$ cat src/rtl/host_mmio_bridge.sv
// Core-facing tohost/fromhost endpoint: a TOHOST FIFO drained over valid/ready,
// a single-word FROMHOST holding register, and a status/control register window.
module host_mmio_bridge #(
    parameter int DEPTH = 4,
    parameter int CNT_W = 5
) (
    input  logic        clk,
    input  logic        rst,
    input  logic        sel,
    input  logic [1:0]  addr,
    input  logic        we,
    input  logic        re,
    input  logic [31:0] wdata,
    output logic [31:0] rdata,
    output logic        host_write_enable,
    output logic [31:0] host_data_out,
    input  logic        host_ready,
    input  logic        fromhost_valid,
    input  logic [31:0] fromhost_data,
    output logic        fromhost_ready,
    output logic        irq
);

    localparam int PTR_W = (DEPTH > 1) ? $clog2(DEPTH) : 1;
    localparam logic [CNT_W-1:0] DEPTH_C = CNT_W'(DEPTH);

    localparam logic [1:0] ADDR_TOHOST   = 2'd0;
    localparam logic [1:0] ADDR_FROMHOST = 2'd1;
    localparam logic [1:0] ADDR_STATUS   = 2'd2;
    localparam logic [1:0] ADDR_CTRL     = 2'd3;

    logic [31:0]      mem_r [DEPTH];
    logic [PTR_W-1:0] wr_ptr_r;
    logic [PTR_W-1:0] rd_ptr_r;
    logic [CNT_W-1:0] count_r;
    logic [CNT_W-1:0] count_nxt_s;
    logic             overflow_r;
    logic             overflow_nxt_s;
    logic             fh_full_r;
    logic             fh_full_nxt_s;
    logic [31:0]      fh_data_r;
    logic             irq_en_r;
    logic             irq_r;
    logic [31:0]      rdata_r;
    logic [31:0]      rdata_nxt_s;

    logic bus_wr_s;
    logic bus_rd_s;
    logic push_s;
    logic pop_s;
    logic push_ok_s;
    logic overflow_set_s;
    logic fifo_empty_s;
    logic fifo_full_s;
    logic capture_s;
    logic fh_clear_s;
    logic status_clr_s;

    // STATUS layout: count in [8:4], sticky overflow, FIFO flags, fromhost_full.
    function automatic logic [31:0] pack_status(
        input logic [CNT_W-1:0] cnt,
        input logic             ovf,
        input logic             empty,
        input logic             full,
        input logic             fh_full
    );
        logic [4:0] cnt_field;
        cnt_field = 5'(cnt);
        pack_status = {23'd0, cnt_field, ovf, empty, full, fh_full};
    endfunction

    assign bus_wr_s       = sel & we;
    assign bus_rd_s       = sel & re;
    assign fifo_empty_s   = (count_r == {CNT_W{1'b0}});
    assign fifo_full_s    = (count_r == DEPTH_C);
    assign push_s         = bus_wr_s & (addr == ADDR_TOHOST);
    assign pop_s          = ~fifo_empty_s & host_ready;
    // A push into a full FIFO is still accepted when the head leaves in the same edge.
    assign push_ok_s      = push_s & (~fifo_full_s | pop_s);
    assign overflow_set_s = push_s & ~push_ok_s;
    assign capture_s      = fromhost_valid & ~fh_full_r;
    assign fh_clear_s     = bus_rd_s & (addr == ADDR_FROMHOST) & fh_full_r;
    assign status_clr_s   = bus_wr_s & (addr == ADDR_STATUS) & wdata[3];

    // Next occupancy count.
    always_comb begin
        count_nxt_s = count_r;
        case ({push_ok_s, pop_s})
            2'b10:   count_nxt_s = count_r + CNT_W'(1);
            2'b01:   count_nxt_s = count_r - CNT_W'(1);
            default: count_nxt_s = count_r;
        endcase
    end

    // Next sticky overflow and fromhost_full flags; a new overflow beats a W1C clear.
    always_comb begin
        overflow_nxt_s = overflow_r;
        fh_full_nxt_s  = fh_full_r;
        if (overflow_set_s) begin
            overflow_nxt_s = 1'b1;
        end else if (status_clr_s) begin
            overflow_nxt_s = 1'b0;
        end else begin
            overflow_nxt_s = overflow_r;
        end
        if (fh_clear_s) begin
            fh_full_nxt_s = 1'b0;
        end else if (capture_s) begin
            fh_full_nxt_s = 1'b1;
        end else begin
            fh_full_nxt_s = fh_full_r;
        end
    end

    // Read data mux; rdata holds its value between reads.
    always_comb begin
        rdata_nxt_s = rdata_r;
        if (bus_rd_s) begin
            case (addr)
                ADDR_TOHOST:   rdata_nxt_s = 32'd0;
                ADDR_FROMHOST: rdata_nxt_s = fh_data_r;
                ADDR_STATUS:   rdata_nxt_s = pack_status(count_r, overflow_r, fifo_empty_s,
                                                         fifo_full_s, fh_full_r);
                ADDR_CTRL:     rdata_nxt_s = {31'd0, irq_en_r};
                default:       rdata_nxt_s = 32'd0;
            endcase
        end else begin
            rdata_nxt_s = rdata_r;
        end
    end

    // Tohost FIFO storage and pointers.
    always_ff @(posedge clk or negedge rst) begin
        if (!rst) begin
            for (int i = 0; i < DEPTH; i++) begin
                mem_r[i] <= 32'd0;
            end
            wr_ptr_r <= {PTR_W{1'b0}};
            rd_ptr_r <= {PTR_W{1'b0}};
            count_r  <= {CNT_W{1'b0}};
        end else begin
            if (push_ok_s) begin
                mem_r[wr_ptr_r] <= wdata;
                wr_ptr_r        <= wr_ptr_r + PTR_W'(1);
            end
            if (pop_s) begin
                rd_ptr_r <= rd_ptr_r + PTR_W'(1);
            end
            count_r <= count_nxt_s;
        end
    end

    // Control/status registers, fromhost holding register, read data and interrupt.
    always_ff @(posedge clk or negedge rst) begin
        if (!rst) begin
            overflow_r <= 1'b0;
            fh_full_r  <= 1'b0;
            fh_data_r  <= 32'd0;
            irq_en_r   <= 1'b0;
            irq_r      <= 1'b0;
            rdata_r    <= 32'd0;
        end else begin
            overflow_r <= overflow_nxt_s;
            fh_full_r  <= fh_full_nxt_s;
            if (capture_s) begin
                fh_data_r <= fromhost_data;
            end
            if (bus_wr_s && (addr == ADDR_CTRL)) begin
                irq_en_r <= wdata[0];
            end
            irq_r   <= irq_en_r & fh_full_r;
            rdata_r <= rdata_nxt_s;
        end
    end

    assign rdata             = rdata_r;
    assign host_write_enable = ~fifo_empty_s;
    assign host_data_out     = fifo_empty_s ? 32'd0 : mem_r[rd_ptr_r];
    assign fromhost_ready    = ~fh_full_r;
    assign irq               = irq_r;

endmodule
$ cat config.mk
export PLATFORM = sky130hd
export DESIGN_NAME = host_mmio_bridge
export DESIGN_NICKNAME = d
export VERILOG_FILES = /design/src/rtl/host_mmio_bridge.sv
export SDC_FILE = /design/constraint.sdc
export NUM_CORES = 1
export LEC_CHECK = 0
export BUFFER_PORTS_ARGS = -buffer_cell sky130_fd_sc_hd__buf_2
export CORE_ASPECT_RATIO = 0.75
export CORE_UTILIZATION = 50
export DETAILED_ROUTE_END_ITERATION = 7
export HOLD_SLACK_MARGIN = 0.1
export PLACE_DENSITY_LB_ADDON = 0.05
export SKIP_LAST_GASP = 1
export SYNTH_ARGS = -nofsm -noshare
export SYNTH_HDL_FRONTEND = slang
export SYNTH_SLANG_ARGS = --single-unit
$ cat constraint.sdc
create_clock -name clk -period 4 [get_ports clk]
set_clock_uncertainty 0.05 [all_clocks]
set_input_delay 0.4 -clock clk [delete_from_list [all_inputs] [get_ports clk]]
set_output_delay 0.4 -clock clk [all_outputs]
set_load 0.02 [all_outputs]
==> impl_results.rst <==
.. list-table::
   :header-rows: 1

   * - Metric
     - Value
   * - Outcome
     - completed
   * - Die ar.
     - 19400 µm²
   * - Chip Width
     - 161 µm
   * - Final-report max-slew violation count
     - 0
   * - First-pass GRT wire length
     - 33100 µm
   * - Number of buffers created by CTS
     - 21
   * - LEAKAGE
     - 5.73 nW
   * - Drc violations
     - 0
   * - Depth of the worst register-to-register path
     - 10
   * - DRT Pass-1 Iters
     - 4
   * - Initial antenna violation count
     - 4
   * - Warning count from the yosys run
     - 0
   * - Total cell area at the placement stage
     - 10300 µm²
   * - Routed WL
     - 20100 µm
   * - Synthesized netlist cell count
     - 589
   * - CP Capture Type
     - primary output
   * - Aggregate global routing overflow
     - 0
   * - Violation count after the first detailed-route iteration
     - 297
   * - Worst path arrival time
     - 2.67 ns
   * - Slew @ Worst Pin
     - 0.923 ns
   * - Max capacitance violation total
     - 0
   * - Max-Slew Margin vs Limit
     - 38.5%
   * - Resize count post-CTS
     - 0
   * - Max clock buf depth
     - 3
   * - Mean Syn Cell Area
     - 16.0 µm²
   * - Sequential element share of the synthesized area
     - 54.3%
   * - Highest ir drop seen on vdd
     - 0.362 mV
   * - Initial core utilization
     - 51.0%
   * - Min-delay src
     - fromhost_data[4]
   * - Vias in the first global route
     - 6033
   * - Worst reg2reg endpoint
     - count_r[4]
   * - Nets in the synthesized netlist
     - 670
   * - Post-layout net count
     - 832
   * - Largest net degree at the start of global routing
     - 103
   * - Final-report hold violation count
     - 0
   * - Vias per inst
     - 5.38
   * - Clock root buffer master
     - clkbuf_16
   * - Hold-critical path endpoint
     - fh_data_r[4]
   * - HPWL reported at the end of detailed placement
     - 12600 µm
   * - Share of layout cells above drive strength 1
     - 49.9%
   * - Final critical delay including setup and external delays
     - 3.12 ns
   * - Final std cell area, no fill
     - 11300 µm²
   * - Core region area
     - 18500 µm²
   * - Worst min-delay path class
     - primary input to register
   * - Cell count of the worst hold path
     - 2
   * - Clock transition time at the flip-flop clock pins of the worst setup and hold paths
     - 0.06 ns
   * - Maximum achievable frequency
     - 320 MHz
   * - I/O Pins
     - 140
   * - Number of setup violations in the final report
     - 0
   * - Later-pin clock latency in the skew report
     - 0.49 ns
   * - Origin of the critical flop-to-flop path
     - count_r[1]
   * - Height of the die
     - 121 µm
   * - Unrepaired setup endpoints after global routing
     - false
   * - Power per standard cell area
     - 773 nW/µm²
   * - Number of synthesized register bits
     - 205
   * - Detailed-route via count
     - 5469
   * - Area growth from synthesis to final layout
     - 19.6%
   * - Final GP Congestion
     - 0.779
   * - TritonCTS clock tree
     - done
   * - Hold slack final
     - 0.118 ns
   * - ANT nets after route
     - 0
   * - Port Buffers
     - 139
   * - Clock Sink Count
     - 205
   * - Slack of the worst reg-to-reg path
     - 1.00 ns
   * - Required time of the critical path
     - 3.55 ns
   * - Setup TNS
     - 0 ns
   * - Unique cell type count in the Yosys netlist
     - 34
   * - Crit path kind
     - register to primary output
   * - Critical Path Start Type
     - register
   * - Max H-tree Level
     - 1
   * - Global-route usage over all layers
     - 21.6%
   * - Cell area after synthesis
     - 9440 µm²
   * - Final Cycle Share
     - 78.1%
   * - Peak fanout along the critical path
     - 32
   * - Detailed-route wire length per cell
     - 19.8 µm
   * - Site row count
     - 43
## how the worst max path moves through the flow
stage | start | endpoint | depth (start not counted)
after floorplan | count_r[1] | count_r[4] | 12
after global placement | addr[0] | count_r[4] | 11
after detailed placement | addr[0] | count_r[4] | 11
after CTS | rd_ptr_r[0] | host_data_out[2] | 4
after global routing | count_r[1] | count_r[4] | 10
final | count_r[1] | host_data_out[1] | 6
## logic make-up (layout without fill, tap and decap cells)
kind of cell             count (synthesis)  count (layout)  synth area share (%)
flip-flops                             205             205                  54.3
adder cells (fa/ha/maj)                  8               8                  1.06
multiplexers                           194             194                  31.7
other                                    0               3                     0
buffers and inverters                   49             226                  2.98
AND/OR/NAND/NOR                         70              70                  4.69
AO/OA/AOI/OAI                           53              53                  4.31
XOR/XNOR                                10              10                 0.927
## routing by layer
layer  track usage [%]  routed length (µm)  vias to the layer above
met5                 0                   0                        -
li1                  -                   -                     2454
met3              5.19                1090                       35
met4              4.42                 358                        0
met1              31.0                9590                     2847
met2              33.7                9110                      133
## layout by cell type, fill, tap and decap left out, types with 2 or more instances in the layout
cell           count
dfrtp_1          203
buf_2            138
mux2_4           120
mux2_2            42
and2_1            33
mux4_2            32
dlygate4sd3_1     31
a22o_1            23
clkbuf_16         21
o21ai_0           16
nand2_1           14
inv_1              9
buf_4              9
a22oi_1            8
ha_1               8
clkbuf_1           8
xor2_1             6
clkbuf_8           6
nor2b_1            4
nand2_4            4
xnor2_1            4
diode_2            3
nor2_1             3
nand4_1            3
nand3_1            2
nor3b_1            2
bufinv_16          2
dfrtp_2            2
## worst max-delay path, cell delays in order (launching register included)
cell	delay, ns
dfrtp_1	0.48
nor4_2	0.53
nor2b_1	0.30
inv_1	0.15
buf_4	0.29
and2_1	0.24
buf_2	0.17
## cell type report
cell class	count	area (µm²)
Antenna cell	3	7.51
Inverter	9	33.8
Timing Repair Buffer	179	1080
Tap cell	247	309
Clock inverter	4	73.8
Clock buffer	34	624
Fill cell	1440	7210
Multi-Input combinational cell	335	4040
Sequential cell	205	5130
## cell usage after synthesis, drive strengths merged
cell	count	area share [%]
nor3b	2	0.16
and2	33	2.2
nand4b	1	0.093
a221oi	1	0.093
a311oi	1	0.28
mux4	32	7.6
or4bb	1	0.12
a32oi	1	0.093
clkbuf	23	0.91
o21bai	1	0.080
nand3b	1	0.21
inv	9	0.36
xnor2	4	0.37
nor4	1	0.13
mux2	162	24
a22oi	8	0.64
nor2	3	0.12
nand2	18	1.0
nor2b	5	0.33
ha	8	1.1
a21oi	1	0.053
nand4	3	0.20
xor2	6	0.56
a22o	23	2.1
dfrtp	205	54
o21ai	16	0.85
nand3	2	0.11
a41oi	1	0.093
buf	17	1.7
## power breakdown
group | switching (W) | total, W | internal (W)
logic | 0.00131 | 0.00321 | 0.00190
registers | 0.000640 | 0.00356 | 0.00292
clock network | 0.000772 | 0.00197 | 0.00120
## per-stage QoR
step,utilization [%],worst slack (ns),power (W),std cells
after global routing,61.0,0.749,0.00926,1014
final,61.0,0.876,0.00874,1016
after global placement,55.6,1.06,0.00668,944
after detailed placement,55.6,0.960,0.00681,944
after CTS,61.0,0.896,0.00884,1013
after floorplan,-,1.25,0.00589,589
## repair_timing
item	CTS	global route
buffers inserted	0	0
hold buffers	31	0
endpoints found under the hold margin	129	0
## registers in the layout, indices dropped and copies added (netlist names), 2 cells and up
| name | flops |
|---|---|
| count_r | 5 |
| rdata | 32 |
| rd_ptr_r | 2 |
| fh_data_r | 32 |
| wr_ptr_r | 2 |
| mem_r | 128 |
(Power assumes the default switching activity.)
